## src/rtl/instr_loader.sv

```systemverilog
// Purpose: boot loader that turns a byte stream (count header + little-endian words)
//          into instruction memory writes, holding the CPU off fetch until the load is done.
// Latency: one byte accepted per cycle in HDR/DATA, each word written the cycle after its
//          4th byte (one word per 5 cycles at full rate).
// Backpressure: in_ready is registered, high only in HDR and DATA; it drops for the write
//          cycle and in every idle/terminal state, so bytes offered then are not consumed.
//
// Ports:
//   clk, rst        clock, asynchronous active-low reset
//   start           one-cycle pulse, begins a load from IDLE, DONE or ERR
//   in_valid/in_data/in_ready   byte stream handshake
//   mem_we/mem_addr/mem_wdata   instruction memory write port
//   busy, done, error, cpu_hold status (all registered)
module instr_loader #(
  parameter int unsigned SIZE          = 32,
  parameter int unsigned ADDRESS_WIDTH = 5
) (
  input  logic                     clk,
  input  logic                     rst,
  input  logic                     start,
  input  logic                     in_valid,
  input  logic [7:0]               in_data,
  output logic                     in_ready,
  output logic                     mem_we,
  output logic [ADDRESS_WIDTH:0]   mem_addr,
  output logic [31:0]              mem_wdata,
  output logic                     busy,
  output logic                     done,
  output logic                     error,
  output logic                     cpu_hold
);

  typedef enum logic [2:0] {IDLE, HDR, DATA, WRITE, DONE, ERR} state_t;

  localparam logic [ADDRESS_WIDTH:0] ADDR_ONE = {{ADDRESS_WIDTH{1'b0}}, 1'b1};

  state_t     state;
  logic [7:0] word_cnt;    // N from the header
  logic [7:0] words_done;  // words written so far in this load
  logic [1:0] byte_idx;    // byte lane of the next data byte

  logic accept;
  logic hdr_bad;

  assign accept  = in_valid && in_ready;
  // A zero count or one larger than the memory can never be a valid program.
  assign hdr_bad = (in_data == 8'd0) || (32'(in_data) > SIZE);

  always_ff @(posedge clk or negedge rst) begin
    if (!rst) begin
      state      <= IDLE;
      word_cnt   <= 8'd0;
      words_done <= 8'd0;
      byte_idx   <= 2'd0;
      in_ready   <= 1'b0;
      mem_we     <= 1'b0;
      mem_addr   <= '0;
      mem_wdata  <= 32'd0;
      busy       <= 1'b0;
      done       <= 1'b0;
      error      <= 1'b0;
      cpu_hold   <= 1'b1;
    end else begin
      // The write strobe is only ever raised on entry to WRITE, so it lasts one cycle.
      mem_we <= 1'b0;
      case (state)
        IDLE, DONE, ERR: begin
          if (start) begin
            state      <= HDR;
            word_cnt   <= 8'd0;
            words_done <= 8'd0;
            byte_idx   <= 2'd0;
            mem_addr   <= '0;
            in_ready   <= 1'b1;
            busy       <= 1'b1;
            done       <= 1'b0;
            error      <= 1'b0;
            cpu_hold   <= 1'b1;
          end
        end
        HDR: begin
          if (accept) begin
            if (hdr_bad) begin
              state    <= ERR;
              in_ready <= 1'b0;
              busy     <= 1'b0;
              error    <= 1'b1;
            end else begin
              word_cnt <= in_data;
              state    <= DATA;
            end
          end
        end
        DATA: begin
          if (accept) begin
            mem_wdata[{byte_idx, 3'b000} +: 8] <= in_data;
            byte_idx <= byte_idx + 2'd1;  // wraps to lane 0 for the next word
            if (byte_idx == 2'd3) begin
              state    <= WRITE;
              in_ready <= 1'b0;
              mem_we   <= 1'b1;
            end
          end
        end
        WRITE: begin
          mem_addr   <= mem_addr + ADDR_ONE;
          words_done <= words_done + 8'd1;
          if (words_done + 8'd1 == word_cnt) begin
            state    <= DONE;
            busy     <= 1'b0;
            done     <= 1'b1;
            cpu_hold <= 1'b0;
          end else begin
            state    <= DATA;
            in_ready <= 1'b1;
          end
        end
        default: begin
          state    <= IDLE;
          in_ready <= 1'b0;
          busy     <= 1'b0;
        end
      endcase
    end
  end

endmodule

```

## config.mk

```make
export PLATFORM = sky130hd
export DESIGN_NAME = instr_loader
export DESIGN_NICKNAME = d
export VERILOG_FILES = /design/src/rtl/instr_loader.sv
export SDC_FILE = /design/constraint.sdc
export NUM_CORES = 1
export LEC_CHECK = 0
export CORE_MARGIN = 4
export CORE_UTILIZATION = 52
export DETAILED_ROUTE_END_ITERATION = 12
export HOLD_SLACK_MARGIN = 0.12
export PLACE_DENSITY_LB_ADDON = 0.08
export SLEW_MARGIN = 10
export SYNTH_ARGS = -nofsm -noshare
export SYNTH_HDL_FRONTEND = slang
export SYNTH_SLANG_ARGS = --single-unit
```

## constraint.sdc

```tcl
create_clock -name clk -period 2.2 [get_ports clk]
set_input_delay 0.44 -clock clk [delete_from_list [all_inputs] [get_ports clk]]
set_output_delay 0.44 -clock clk [all_outputs]
set_load 0.02 [all_outputs]
```

======== Word level (Yosys, flattened, before mapping) ========
Index checks and enable logic that the tools add are counted.
Widths: inputs -> output; s select.
operators by class
  add/sub/neg operators ................... 4
  magnitude comparators ................... 1
  equal/unequal tests ..................... 15
  shift operators ......................... 2
  multiplexer cells ....................... 37
  bitwise logic cells ..................... 1
  reduce and logical (&&, ||, !) cells .... 17
operators with widths
  kind                    number
  $bwmux 32               1
  $pmux 8 s2              2
  $shift 8x7->32 const A  1
  $shiftx 8x7->32         1
  $mux 8                  3
  $mux 3                  6
  $ne 2x2->1 const B      8
  $mux 1                  14
  $pmux 3 s4              1
  $pmux 6 s2              1
  $reduce_and 4->1        3
  $add 8x1->8 const B     1
  $eq 8x8->1              1
  $gt 8x6->1 const B      1
  $logic_not 8->1         1
  $pmux 1 s4              2
  $neg 5->7               1
  $add 6x1->6 const B     1
  $eq 3x2->1 const B      2
  $eq 3x3->1 const B      2
  $mux 6                  1
  $pmux 1 s2              3
  $reduce_and 3->1        2
  $reduce_and 6->1        1
  13 further kinds        17
word-level totals
  register bits after elaboration ......... 65
  input port bits ......................... 12
  output and inout bits ................... 44
  word-level logic and storage cells ...... 89

======== Longest topological paths before layout ========
Gate-level depths: netlist (run 1).
  depth after elaboration ................. 5
  gate-level depth with buffers ........... 6
  gate-level depth less buffers ........... 6

======== Worst setup path before layout (run 1) ========
Ideal clock, no wire load.
  path kind ............................... input to register
  from .................................... input in_data[4]
  to ...................................... register in_ready
  library setup time ...................... 0.082 ns
  arrival time ............................ 2.003 ns
  required time ........................... 2.118 ns
  slack ................................... 0.115 ns
  stages .................................. 5
  buffers on the path ..................... 0
  path through ............................ or4_4 > o21a_4 > or3_4 > a221o_1 > a22oi_2
on the way
  word-level cells in the longest chain between the ends .. 4
  elaborated cells between the ends (all ways) .. 5
  those cells by class .................... order compare: 1; eq/ne: 1; reduce/logical: 3
ends and longest elaborated chain
  what                                           RTL line  text
  start: declaration                             22        input logic [7:0] in_data,
  $gt 8x6->1 or $logic_not 8->1 (tied branches)  47        assign hdr_bad = (in_data == 8'd0) || (32'(in_data) > SIZE);
  $logic_or 1x1->1 *                             47
  $ne 2x2->1 (no source line) *                  n/a
  $reduce_and 6->1 (no source line) *            n/a
  end signal: assignment                         55        in_ready <= 1'b0;
  end signal: assignment                         74        in_ready <= 1'b1;
  end signal: assignment                         85        in_ready <= 1'b0;
  end: declaration                               23        output logic in_ready,
Every way passes the cells marked *; elsewhere a longest branch is shown, timed or not.
A chain may end at the register's enable or synchronous reset.

======== Final worst setup path (run 1) ========
  from .................................... input in_data[3]
  to ...................................... register in_ready
The elaborated chain is that of the path after synthesis.

==> impl_summary.md, run 1 <==
Finish
The finished cells cover 0.00407 mm2. Of the cells placed in the final design, the portion with a size suffix greater than 1 is 0.123. The commonest non-fill, non-tap cell in the layout is nand2_1.

Once layout is complete, the utilization of the core stands at 0.722. The number of antenna diodes in the final layout is 0. After the last flow step, the layout net total stands at 430.

The number of standard cells in the final layout excluding fillers is 487. Compared with the post-synthesis result, the final layout area differs by 31.1%. In the layout the commonest cells are nand2_1 (88), dfrtp_1 (64), o21ai_0 (53).

Routing
The post-detailed-routing wire length is 7.82 mm. The detailed router placed 2,742 vias in this run. The iteration count of the initial detailed-routing pass is 5. The number of remaining DRC errors is 0.

Dividing the detail-routed wire length by the instance count gives 16.0 um. For this block, the initial DRC count from the detailed router was 183. Dividing the detail-routed via count by the number of cells gives 5.63. The count of nets left with antenna violations once routing finished came out at 0.

Floorplanning
The overall die width is 85.3 um. The initial standard-cell utilization of the core is 0.550. The row count is 27. The die covers 0.00727 mm2. During I/O placement, the number of pins put on the boundary was 56. From bottom edge to top edge, the die measures 85.3 um. The total area inside the core boundary comes to 0.00564 mm2.

CTS
The H-tree level count is 3. The buffers inserted during post-CTS setup optimization is 0. The master cell of the clock root buffer is clkbuf_8.

Clock tree synthesis found a total of 65 sinks. The clock network latency to the later pin of the worst-skew pair is 0.33 ns. The CTS buffer count is 9. After clock tree synthesis, the flow added hold-fix buffers numbering 0. TritonCTS built the clock tree. Clock-pin slew was measured on the worst setup and hold paths at 0.07 ns. Counting along the longest clock path gives a buffer depth of 2.

Timing
Summed over all failing endpoints, the final setup total negative slack is 0 ns. On the final layout, the worst hold slack is 0.101 ns. The final hold violation count came to 0. The headroom to the max-slew limit is 0.565. The share of the clock period used by the worst path is 0.949. Across the routed clock network, the largest skew measured is 0.00556 ns. The total count of max-transition violations in the final report is 0.

The total of endpoints with negative setup slack in the final report is 0. The upper clock frequency limit is 0.479 GHz. Setup repair after global routing left no endpoint under its margin. The routed design could run at a clock period as short as 2.09 ns.

The slew at the pin closest to its max-slew limit is 0.651 ns.

Worst setup path
On the critical path the largest part of the delay comes from simple AND/OR/NAND/NOR gates. The data arrival time of the critical path is 2.33 ns. The top fanout value on the critical path is 4. The critical path runs through a total of 6 cells. The worst register-to-register path begins at words_done[0]. The end of the worst register-to-register path is in_ready.

The number of buffers and inverters on the critical path is 1. The internal reg-to-reg setup slack is 0.15 ns. The worst-path cell with the longest stage delay is or4_4. The data required time of the critical path is 2.44 ns. The number of cells on the worst reg-to-reg path is 5. The worst setup path is captured at a flip-flop. The largest single stage delay on the critical path is 0.55 ns.

The kind of critical path is in2reg. The signal on the critical path passes through dlygate4sd2_1, or4_4, o21a_4, or3_4, a221o_1, a22oi_2. The worst setup path is launched from a primary input. In this run the worst setup path begins at in_data[3]. In this run the worst setup path terminates at in_ready.

Synthesis
During synthesis, Yosys emitted a total of 0 warnings. The number of standard cells after synthesis is 333. The register bit total from synthesis is 65. The number of library cell types mapped by synthesis is 47. The number of nets handed over by synthesis was 353. The synthesized netlist occupies a cell area of 0.00311 mm2. For this run, asynchronously set or reset flops after synthesis account for 1.00.

The count of flip-flops with a built-in enable after synthesis is 0. A synthesized cell averages 9.33 um2. Of the synthesized area, sequential elements account for 0.524. Among all flip-flop cells after synthesis, the most frequent one is dfrtp_1.

Job
Across the run, the number of max-cap violations was 0.

Worst hold path
The path class of the tightest hold or removal check is in2async.

Placed design
The area of placed instances is 0.00388 mm2. Detailed placement finished with a half-perimeter wire length of 5.46 mm. Port buffering added 55 buffers. The count of placed standard cells including taps is 471. The final weighted congestion in routability-driven placement is 0.883.

Power
IR analysis of the VDD net gives a maximum drop of 0.838 mV. The leakage dissipation is 0.00177 uW. In this run the power density over the cells is 900 mW/mm2.

Global route
The first global-routing pass estimated 13.0 mm of wire. The initial antenna violation count was 0. The overall track demand over capacity in global routing is 0.227. The number of global-route vias before repair is 2,640.

Entering global routing, the biggest net connects 66 pins. The aggregate global routing overflow is 0.

Outcome
The run finished with clean final reports.
## logic make-up (layout without fill, tap and decap cells)
family | after synthesis | in the layout | share of synthesized area
AND/OR/NAND/NOR | 146 | 146 | 0.218
AO/OA/AOI/OAI | 91 | 91 | 0.183
flip-flops | 65 | 65 | 0.524
buffers and inverters | 14 | 96 | 0.0169
adder cells (fa/ha/maj) | 8 | 8 | 0.0322
XOR/XNOR | 8 | 8 | 0.0226
multiplexers | 1 | 1 | 0.00363
## area by class of cell
class | count | area (um2)
Clock inverter | 3 | 40.0
Fill cell | 428 | 1570
Clock buffer | 13 | 149
Timing Repair Buffer | 77 | 718
Multi-Input combinational cell | 254 | 1440
Inverter | 3 | 11.3
Tap cell | 72 | 90.1
Sequential cell | 65 | 1630
## cells in the mapped netlist (2+ instances only)
cell type   n  area share
or2_2       2      0.0040
xnor2_1     4       0.011
dfrtp_1    64        0.52
o41ai_1     2      0.0056
xor2_1      4       0.011
and2_1      4      0.0081
nor3b_1     4      0.0097
o31ai_1     3      0.0073
and3_1      3      0.0060
o21ai_0    53       0.085
inv_1       3      0.0036
nand3_1     7       0.011
nor2b_1     2      0.0040
a21oi_1     8       0.013
o211ai_1    2      0.0048
nand2_1    88        0.11
nor3_1      6      0.0097
nor2_1     14       0.017
ha_1        8       0.032
nand2b_1    4      0.0081
nor4_1      2      0.0040
nand4_1     3      0.0060
clkbuf_1   11       0.013
a22o_2      2      0.0064
a22o_1      6       0.017
a31oi_1     3      0.0060
## state kept, by name, indices dropped and copies added, names as in the netlist
signal and flops:
done 1, word_cnt 8, in_ready 1, byte_idx 2
error 1, mem_wdata 32, words_done 8, mem_addr 6
busy 1, mem_we 1, cpu_hold 1, state 3
## where the power goes
part	internal (uW)	leakage, uW	switching [uW]
logic	530	0.000787	641
registers	1350	0.000886	165
clock network	552	0.0000974	429
total	2430	0.00177	1240
## how the worst min path moves through the flow
| stage | startpoint | endpoint | slack [ns] |
|---|---|---|---|
| floorplan | rst | busy | 0.14 |
| global placement | mem_wdata[20] | mem_wdata[20] | 0.46 |
| detailed placement | mem_wdata[16] | mem_wdata[16] | 0.47 |
| CTS | rst | mem_wdata[20] | 0.12 |
| global route | rst | mem_wdata[20] | 0.13 |
| finish | rst | mem_wdata[20] | 0.10 |
## routing by layer
layer | share of wire | routed length [um] | vias to the layer above | GRT usage
met1 | 0.47 | 3660 | 1325 | 0.328
li1 | - | - | 1326 | -
met5 | 0 | 0 | - | 0
met4 | 0.017 | 129 | 0 | 0.0921
met2 | 0.47 | 3680 | 76 | 0.334
met3 | 0.045 | 351 | 15 | 0.0437
## worst reg2reg max path: stages, from the launching register on
cell	delay, ns
dfrtp_1	0.44
nand3_2	0.23
or4_1	0.54
a21oi_1	0.23
o311a_1	0.35
a22oi_2	0.11
## metrics by stage
step / total power (uW) / worst slack, ns
2_1_floorplan: 2200 / 0.115
3_3_place_gp: 2650 / -0.355
3_5_place_dp: 2680 / -0.382
4_1_cts: 3660 / 0.0307
5_1_grt: 3880 / 0.00662
6_report: 3660 / 0.112
## repair_timing
item	CTS	global route
hold endpoints to repair	0	0
pin swaps	4	0
gates resized for setup	4	3
gates cloned	0	0
setup endpoints to repair	1	6
Power figures use the tool's default switching activity.
==> run 2: changes to the inputs <==
--- a/config.mk
+++ b/config.mk
@@ -7,6 +7,7 @@
 export LEC_CHECK = 0
 export CORE_MARGIN = 4
 export CORE_UTILIZATION = 52
+export CTS_CLUSTER_SIZE = 30
 export DETAILED_ROUTE_END_ITERATION = 12
 export HOLD_SLACK_MARGIN = 0.12
 export PLACE_DENSITY_LB_ADDON = 0.08
==> constraint.sdc (replaced) <==
create_clock -name clk -period 2.1 [get_ports clk]
set_input_delay 0.42 -clock clk [delete_from_list [all_inputs] [get_ports clk]]
set_output_delay 0.42 -clock clk [all_outputs]
set_load 0.02 [all_outputs]
==> run 2 against run 1 <==
Compared with the run above: cell count grew 0.62%; critical path depth unchanged; critical endpoint unchanged; power up 6.2%; non-clock buffer count rose by 3; core utilization up 0.91 points; combinational power increased by 6%; largest power group unchanged; highest routed layer unchanged; first-iteration DRC count shrank 25%.
==> impl_summary.md, run 2 (same netlist as run 1, synthesis figures left out) <==
Global route
The number of global-route vias before repair is 2,668 (was 2,640). The overall track demand over capacity in global routing is 0.222 (was 0.227). The pin count of the biggest net entering global routing came to 66 (unchanged). The wire length of the first global-routing pass is 13.1 mm (was 13.0 mm). The initial antenna violation count is 0 (unchanged). The aggregate global routing overflow is 0 (unchanged).

Routing
The count of antenna-violating nets left after detailed routing is 0 (unchanged). The number of remaining DRC errors came to 0 (unchanged). The average wire per cell in the routed design was 15.4 um (was 16.0 um). The post-detailed-routing wire length came to 7.57 mm (was 7.82 mm). The number of violations reported at the end of detailed-routing iteration 0 was 138 (was 183). The average vias per placed instance is 5.57 (was 5.63). The vias after detailed routing is 2,730 (was 2,742).

The iteration count of the initial detailed-routing pass was 4 (was 5).

Timing
The final hold violation count is 0 (unchanged). The setup TNS is 0 ns (unchanged). The total of endpoints with negative setup slack in the final report is 0 (unchanged). The headroom to the max-slew limit is 0.571 (was 0.565). The total count of max-transition violations in the final report came to 0 (unchanged). Static timing analysis puts the maximum clock frequency at 0.490 GHz.

Dividing the final minimum period by the clock period gives 0.972. The slew at the pin closest to its max-slew limit was 0.641 ns (was 0.651 ns). The post-layout minimum cycle time is 2.04 ns. The final hold slack is 0.482 ns (was 0.101 ns).

Setup repair after global routing missed its margin: false (unchanged). The clock skew is 0.00615 ns (was 0.00556 ns).

Job
The number of max-capacitance violations reported is 0 (unchanged).

Power
The power density of the placed cells is 944 mW/mm2 (was 900 mW/mm2). The leakage dissipation is 0.00178 uW (was 0.00177 uW). The maximum VDD drop came to 0.745 mV (was 0.838 mV).

Worst setup path
The startpoint type of the worst setup path is a primary input (unchanged). The top fanout value on the critical path is 4 (unchanged). The kind of critical path is in2reg (unchanged). The data arrival time of the critical path is 2.29 ns (was 2.33 ns). The data required time of the critical path was 2.35 ns (was 2.44 ns).

The type of destination of the critical path was a flip-flop (unchanged).

CTS
The total number of clock tree sinks is 65 (unchanged). The buffers inserted during post-CTS setup optimization was 0 (unchanged). The number of buffers on the longest clock path was 2 (unchanged). The CTS tree is yes (unchanged).

The master cell of the clock root buffer is clkbuf_8 (unchanged). The CTS buffer count is 9 (unchanged). The H-tree level count is 3 (unchanged). The clock transition at the registers of the reported paths came to 0.08 ns (was 0.07 ns). The clock network latency to the later pin of the worst-skew pair is 0.34 ns (was 0.33 ns).

Outcome
Run status: finished, final reports clean (unchanged).

Finish
The area growth from synthesis to layout came to 32.8% (was 31.1%). The final net count is 433 (was 430). The layout filler cell count was 405 (was 428).

Most frequent cells in the layout: nand2_1 (88), dfrtp_1 (63), o21ai_0 (53) (was nand2_1 (88), dfrtp_1 (64), o21ai_0 (53)). The fraction of final layout cells sized beyond drive strength 1 is 0.139 (was 0.123). The commonest non-fill, non-tap cell in the layout was nand2_1 (unchanged). The final antenna diode count was 0 (unchanged).

The register with the most flip-flops is mem_wdata (unchanged). The flip-flop count of the largest register, all copies and words added is 32 (unchanged). Registers with the most flip-flops: mem_wdata x32, word_cnt x8, words_done x8 (unchanged).

Floorplanning
The core area is 0.00564 mm2 (unchanged). The area of the die was 0.00727 mm2 (unchanged). The row count is 27 (unchanged). The number of top-level pins is 56 (unchanged). The overall die width came to 85.3 um (unchanged).

The initial standard-cell utilization of the core was 0.550 (unchanged). The die height was 85.3 um (unchanged).

Placed design
The quantity of I/O buffers inserted on ports is 55 (unchanged). The detailed placer's ending HPWL was 5.26 mm (was 5.46 mm). The final weighted congestion in routability-driven placement is 0.880 (was 0.883).

Worst hold path
The class of the tightest hold or removal check was reg2reg (was in2async).
[run 2: cell count changes in the layout (fill, tap and decap cells not counted), sizes merged]
| cell | before | now |
|---|---|---|
| dlygate4sd3 | 0 | 1 |
| clkbuf | 13 | 10 |
| clkinvlp | 0 | 2 |
| inv | 3 | 4 |
| buf | 23 | 25 |
[run 2: final timing paths]
| path | start | to | slack (ns) | depth (start not counted) |
|---|---|---|---|---|
| worst min-delay path | mem_wdata[18] | mem_wdata[18] | 0.48 | 2 |
| worst max-delay path | in_data[3] | in_ready | 0.06 | 6 |
| worst max register to register | words_done[0] | busy | 0.16 | 6 |
| min in group asynchronous | rst | mem_wdata[20] | 0.62 | 3 |
| worst min register to register | mem_wdata[18] | mem_wdata[18] | 0.48 | 2 |
| max in group asynchronous | rst | cpu_hold | 1.15 | 3 |
[run 2: metal layers]
metal	vias up	wire length (um)	part of all wire	global-route usage
li1	1332	-	-	-
met1	1303	3630	0.48	0.336
met2	83	3390	0.45	0.331
met3	12	438	0.058	0.0311
met4	0	108	0.014	0.0676
met5	-	0	0	0
[run 2: through the flow]
step	worst slack, ns	total power [uW]	cell area [um2]	util	cells
after global routing	0.00315	4130	4120	0.731	490
final	0.0588	3890	4120	0.731	490
after detailed placement	-0.465	2810	3890	0.690	473
after global placement	-0.435	2780	3890	0.690	473
after floorplan	0.0353	2300	3110	-	333
after CTS	0.0210	3870	4090	0.725	490
[run 2: critical path: stages]
cell           delay, ns
dlygate4sd2_1       0.26
or4_4               0.56
o21a_4              0.23
or3_4               0.38
a221o_1             0.33
a22oi_2             0.11
[run 2: report_power, final]
group	leakage (uW)	switching (uW)	internal, uW	total [uW]
registers	0.000884	178	1410	1590
clock network	0.0000929	511	553	1060
logic	0.000800	675	565	1240
[run 2: final cells by class]
| type | instances | area (um2) | share of cell area |
|---|---|---|---|
| Clock buffer | 10 | 128 | 0.0309 |
| Timing Repair Buffer | 80 | 743 | 0.180 |
| Clock inverter | 6 | 67.6 | 0.0164 |
| Tap cell | 72 | 90.1 | 0.0218 |
| Sequential cell | 65 | 1630 | 0.395 |
| Inverter | 3 | 11.3 | 0.00273 |
| Multi-Input combinational cell | 254 | 1460 | 0.353 |
[run 2: repair_timing]
action	CTS	global route
pin swaps	4	3
gates resized for setup	5	7
setup endpoints to repair	13	7
hold buffers	1	0
hold endpoints to repair	52	0
==> run 3: changes to the inputs <==
--- a/config.mk
+++ b/config.mk
@@ -5,8 +5,10 @@
 export SDC_FILE = /design/constraint.sdc
 export NUM_CORES = 1
 export LEC_CHECK = 0
+export ABC_AREA = 1
+export CAP_MARGIN = 20
 export CORE_MARGIN = 4
-export CORE_UTILIZATION = 52
+export CORE_UTILIZATION = 53
 export CTS_CLUSTER_SIZE = 30
 export DETAILED_ROUTE_END_ITERATION = 12
 export HOLD_SLACK_MARGIN = 0.12
==> run 3 against run 2 <==
Compared with the run above: sequential cell count unchanged; core utilization down 2.5 points; combinational power down 92%; via count up 8.1%; critical endpoint unchanged; highest routed layer unchanged.
==> impl_summary.md, run 3 <==
Finish
The final net count is 497 (was 433). The register with the most flip-flops was mem_wdata (unchanged). Most frequent cells in the layout: nand2_1 (91), dfrtp_1 (64), clkdlybuf4s50_1 (54) (was nand2_1 (88), dfrtp_1 (63), o21ai_0 (53)).

The fraction of final layout cells sized beyond drive strength 1 was 0.119 (was 0.139). The flip-flop count of the largest register, all copies and words added is 32 (unchanged). The final antenna diode count is 0 (unchanged). Registers with the most flip-flops: mem_wdata x32, word_cnt x8, words_done x8 (unchanged).

The area growth from synthesis to layout was 29.8% (was 32.8%). The commonest non-fill, non-tap cell in the layout is nand2_1 (unchanged).

Synthesis
Leading post-synthesis cells by instance count: nand2_1 (92), dfrtp_1 (64), nand3_1 (47), inv_1 (42), nor2_1 (37) (was nand2_1 (88), dfrtp_1 (64), o21ai_0 (53), nor2_1 (14), clkbuf_1 (11)). The net count of the mapped netlist was 416 (was 353). The mean post-synth cell area is 8.14 um2 (was 9.33 um2). The number of library cell types mapped by synthesis was 25 (was 47). The number of standard cells after synthesis is 396 (was 333).

The fraction of registers with async set/reset is 1.00 (unchanged). The most common cell in the synthesized netlist is nand2_1 (unchanged). The sequential cell area fraction in the yosys report is 0.505 (was 0.524).

The number of warnings printed during yosys synthesis is 0 (unchanged). The post-synthesis cell type with the largest combined area was dfrtp_1 (unchanged). The most instantiated flip-flop cell in the synthesis netlist is dfrtp_1 (unchanged).

The top-area cell type share of the netlist area is 0.497 (was 0.516). The cell area after synthesis is 0.00322 mm2 (was 0.00311 mm2). Ranking of synthesized cells by area: dfrtp_1 (50%), nand2_1 (11%), nand3_1 (7.3%) (was dfrtp_1 (52%), nand2_1 (11%), o21ai_0 (8.5%)). The register bit total from synthesis came to 65 (unchanged). The count of flip-flops with a built-in enable after synthesis is 0 (unchanged).

Worst setup path
The top fanout value on the critical path is 5 (was 4). The most frequent cell on the critical path is nand2_1. The delay of the slowest cell on the worst path is 0.42 ns (was 0.56 ns).

The data arrival time of the critical path is 2.16 ns (was 2.29 ns). Worst path cell trace: ha_1, nand2_2, inv_1, nand3_1, nand2_1, nand2_1, nand2_1, nor2_2, nand4_1, nand3_1, nand2_1 (was dlygate4sd2_1, or4_4, o21a_4, or3_4, a221o_1, a22oi_2). The startpoint of the worst setup timing path was words_done[0] (was in_data[3]).

The data required time of the critical path is 2.33 ns (was 2.35 ns). The worst-path cell with the longest stage delay was dfrtp_1 (was or4_4). The kind of critical path was reg2reg (was in2reg). The startpoint of the lowest-slack register-to-register path is words_done[0] (unchanged). The startpoint type of the worst setup path was a flip-flop (was primary input). The type of destination of the critical path is a flip-flop (unchanged).

CTS
The clock network latency to the later pin of the worst-skew pair came to 0.34 ns (about the same). The number of buffers on the longest clock path is 2 (unchanged). The CTS buffer count is 9 (unchanged).

The CTS tree is yes (unchanged). The H-tree level count is 3 (unchanged). The master cell of the clock root buffer is clkbuf_8 (unchanged). The total number of clock tree sinks is 65 (unchanged). The clock transition at the registers of the reported paths is 0.07 ns (was 0.08 ns).

Routing
The average vias per placed instance is 5.31 (was 5.57). The post-detailed-routing wire length is 7.93 mm (was 7.57 mm). The number of violations reported at the end of detailed-routing iteration 0 is 141 (was 138). The average wire per cell in the routed design is 14.3 um (was 15.4 um). The number of remaining DRC errors is 0 (unchanged). The count of antenna-violating nets left after detailed routing is 0 (unchanged). The iteration count of the initial detailed-routing pass is 4 (unchanged). The vias after detailed routing is 2,952 (was 2,730).

Timing
The share of the clock period used by the worst path came to 0.919 (was 0.972). The total count of max-transition violations in the final report is 0 (unchanged). The slew at the pin closest to its max-slew limit is 0.412 ns (was 0.641 ns).

The total of endpoints with negative setup slack in the final report is 0 (unchanged). The setup TNS is 0 ns (unchanged). The upper clock frequency limit came to 0.518 GHz (was 0.490 GHz). The headroom to the max-slew limit was 0.724 (was 0.571). The clock skew is 0.00788 ns (was 0.00615 ns).

Setup repair after global routing missed its margin: false (unchanged). The final hold violation count is 0 (unchanged). The post-layout minimum cycle time is 1.93 ns (was 2.04 ns).

Floorplanning
The number of top-level pins is 56 (unchanged). The die height came to 86.0 um (was 85.3 um). The core area is 0.00592 mm2 (was 0.00564 mm2). The area of the die is 0.00739 mm2 (was 0.00727 mm2). The row count is 28 (was 27). The overall die width was 86.0 um (was 85.3 um). The initial standard-cell utilization of the core is 0.544 (was 0.550).

Global route
The number of global-route vias before repair was 2,988 (was 2,668). The initial antenna violation count is 0 (unchanged). The wire length of the first global-routing pass was 13.7 mm (was 13.1 mm). The pin count of the biggest net entering global routing is 34 (was 66). The overall track demand over capacity in global routing was 0.235 (was 0.222). The aggregate global routing overflow is 0 (unchanged).

Placed design
The final weighted congestion in routability-driven placement is 0.936 (was 0.880). The quantity of I/O buffers inserted on ports is 55 (unchanged). The detailed placer's ending HPWL is 5.83 mm (was 5.26 mm).

Worst hold path
The origin of the worst min-delay path is done (was mem_wdata[18]). The class of the tightest hold or removal check is reg2reg (unchanged).

Job
The number of max-capacitance violations reported is 0 (unchanged).

Power
The leakage dissipation is 0.00214 uW (was 0.00178 uW). The power density of the placed cells is 557 mW/mm2 (was 944 mW/mm2). The part of the total power dissipated in sequential elements came to 0.538 (was 0.408). The net switching fraction of the power was 0.224 (was 0.350). The combinational share of power is 0.042 (was 0.319). The cell internal power dissipation is 1810 uW (was 2530 uW). The maximum VDD drop is 0.301 mV (was 0.745 mV). The total power is 2330 uW (was 3890 uW).

The net switching power of the design is 522 uW (was 1360 uW). The part of the total power dissipated in the clock network came to 0.420 (was 0.273).

Outcome
Run status: finished, final reports clean (unchanged).
-- run 3: final timing paths --
path / endpoint / slack, ns / cells after the start
setup / recovery: in_ready / 0.17 / 11
hold / removal: done / 0.48 / 2
setup reg to reg: in_ready / 0.17 / 11
hold reg to reg: done / 0.48 / 2
max in group asynchronous: word_cnt[6] / 0.99 / 3
min in group asynchronous: mem_addr[0] / 0.54 / 2
-- run 3: kinds of logic (layout without fill, tap and decap cells) --
logic type | count (synthesis) | count (layout) | share of synthesized area
fa+ha+maj | 8 | 8 | 0.0311
compound gates | 60 | 60 | 0.100
flops | 65 | 65 | 0.505
buf+inv | 56 | 141 | 0.0741
simple gates | 207 | 207 | 0.290
-- run 3: per-layer routing --
layer	vias up	wire, um	GRT usage	part of all wire
li1	1475	-	-	-
met1	1377	3560	0.309	0.45
met2	86	3880	0.385	0.49
met3	14	339	0.0375	0.043
met4	0	147	0.104	0.019
met5	-	0	0	0
-- run 3: power groups by stage --
stage	logic (uW)	clock network (uW)	registers, uW
floorplan	12.0	0	1280
global placement	96.6	0	1280
detailed placement	97.8	0	1280
CTS	99.4	996	1250
global route	108	1050	1250
finish	97.4	977	1250
-- run 3: final cells by class --
type	instances	area, um2
fillers	492	1740
flip-flops and latches	65	1630
multi-input cells	275	1360
repair buffers	79	741
well taps	75	93.8
inverters	47	176
clock inverters	3	15.0
clock buffers	12	165
-- run 3: critical path, delay by kind of cell (launching register included) --
family / cells / cell delay [ns]
fa+ha+maj: 1 / 0.25
buf+inv: 1 / 0.09
flops: 1 / 0.42
simple gates: 9 / 1.05
-- run 3: timing repair --
item                                   4_1_cts  5_1_grt
buffers inserted                             0        1
hold buffers                                 1        0
endpoints found under the hold margin       15        0
resized for setup                            0        4
setup endpoints to repair                    0        4
-- run 3: per-stage QoR --
stage | util | setup WS [ns] | hold slack, ns | cells | cell area [um2]
after floorplan | - | 0.215 | 0.124 | 396 | 3220
after global placement | 0.672 | 0.0631 | 0.370 | 539 | 3980
after detailed placement | 0.672 | 0.0269 | 0.370 | 539 | 3980
after CTS | 0.704 | 0.0959 | 0.488 | 555 | 4170
after global routing | 0.706 | 0.0315 | 0.507 | 556 | 4180
final | 0.706 | 0.170 | 0.480 | 556 | 4180
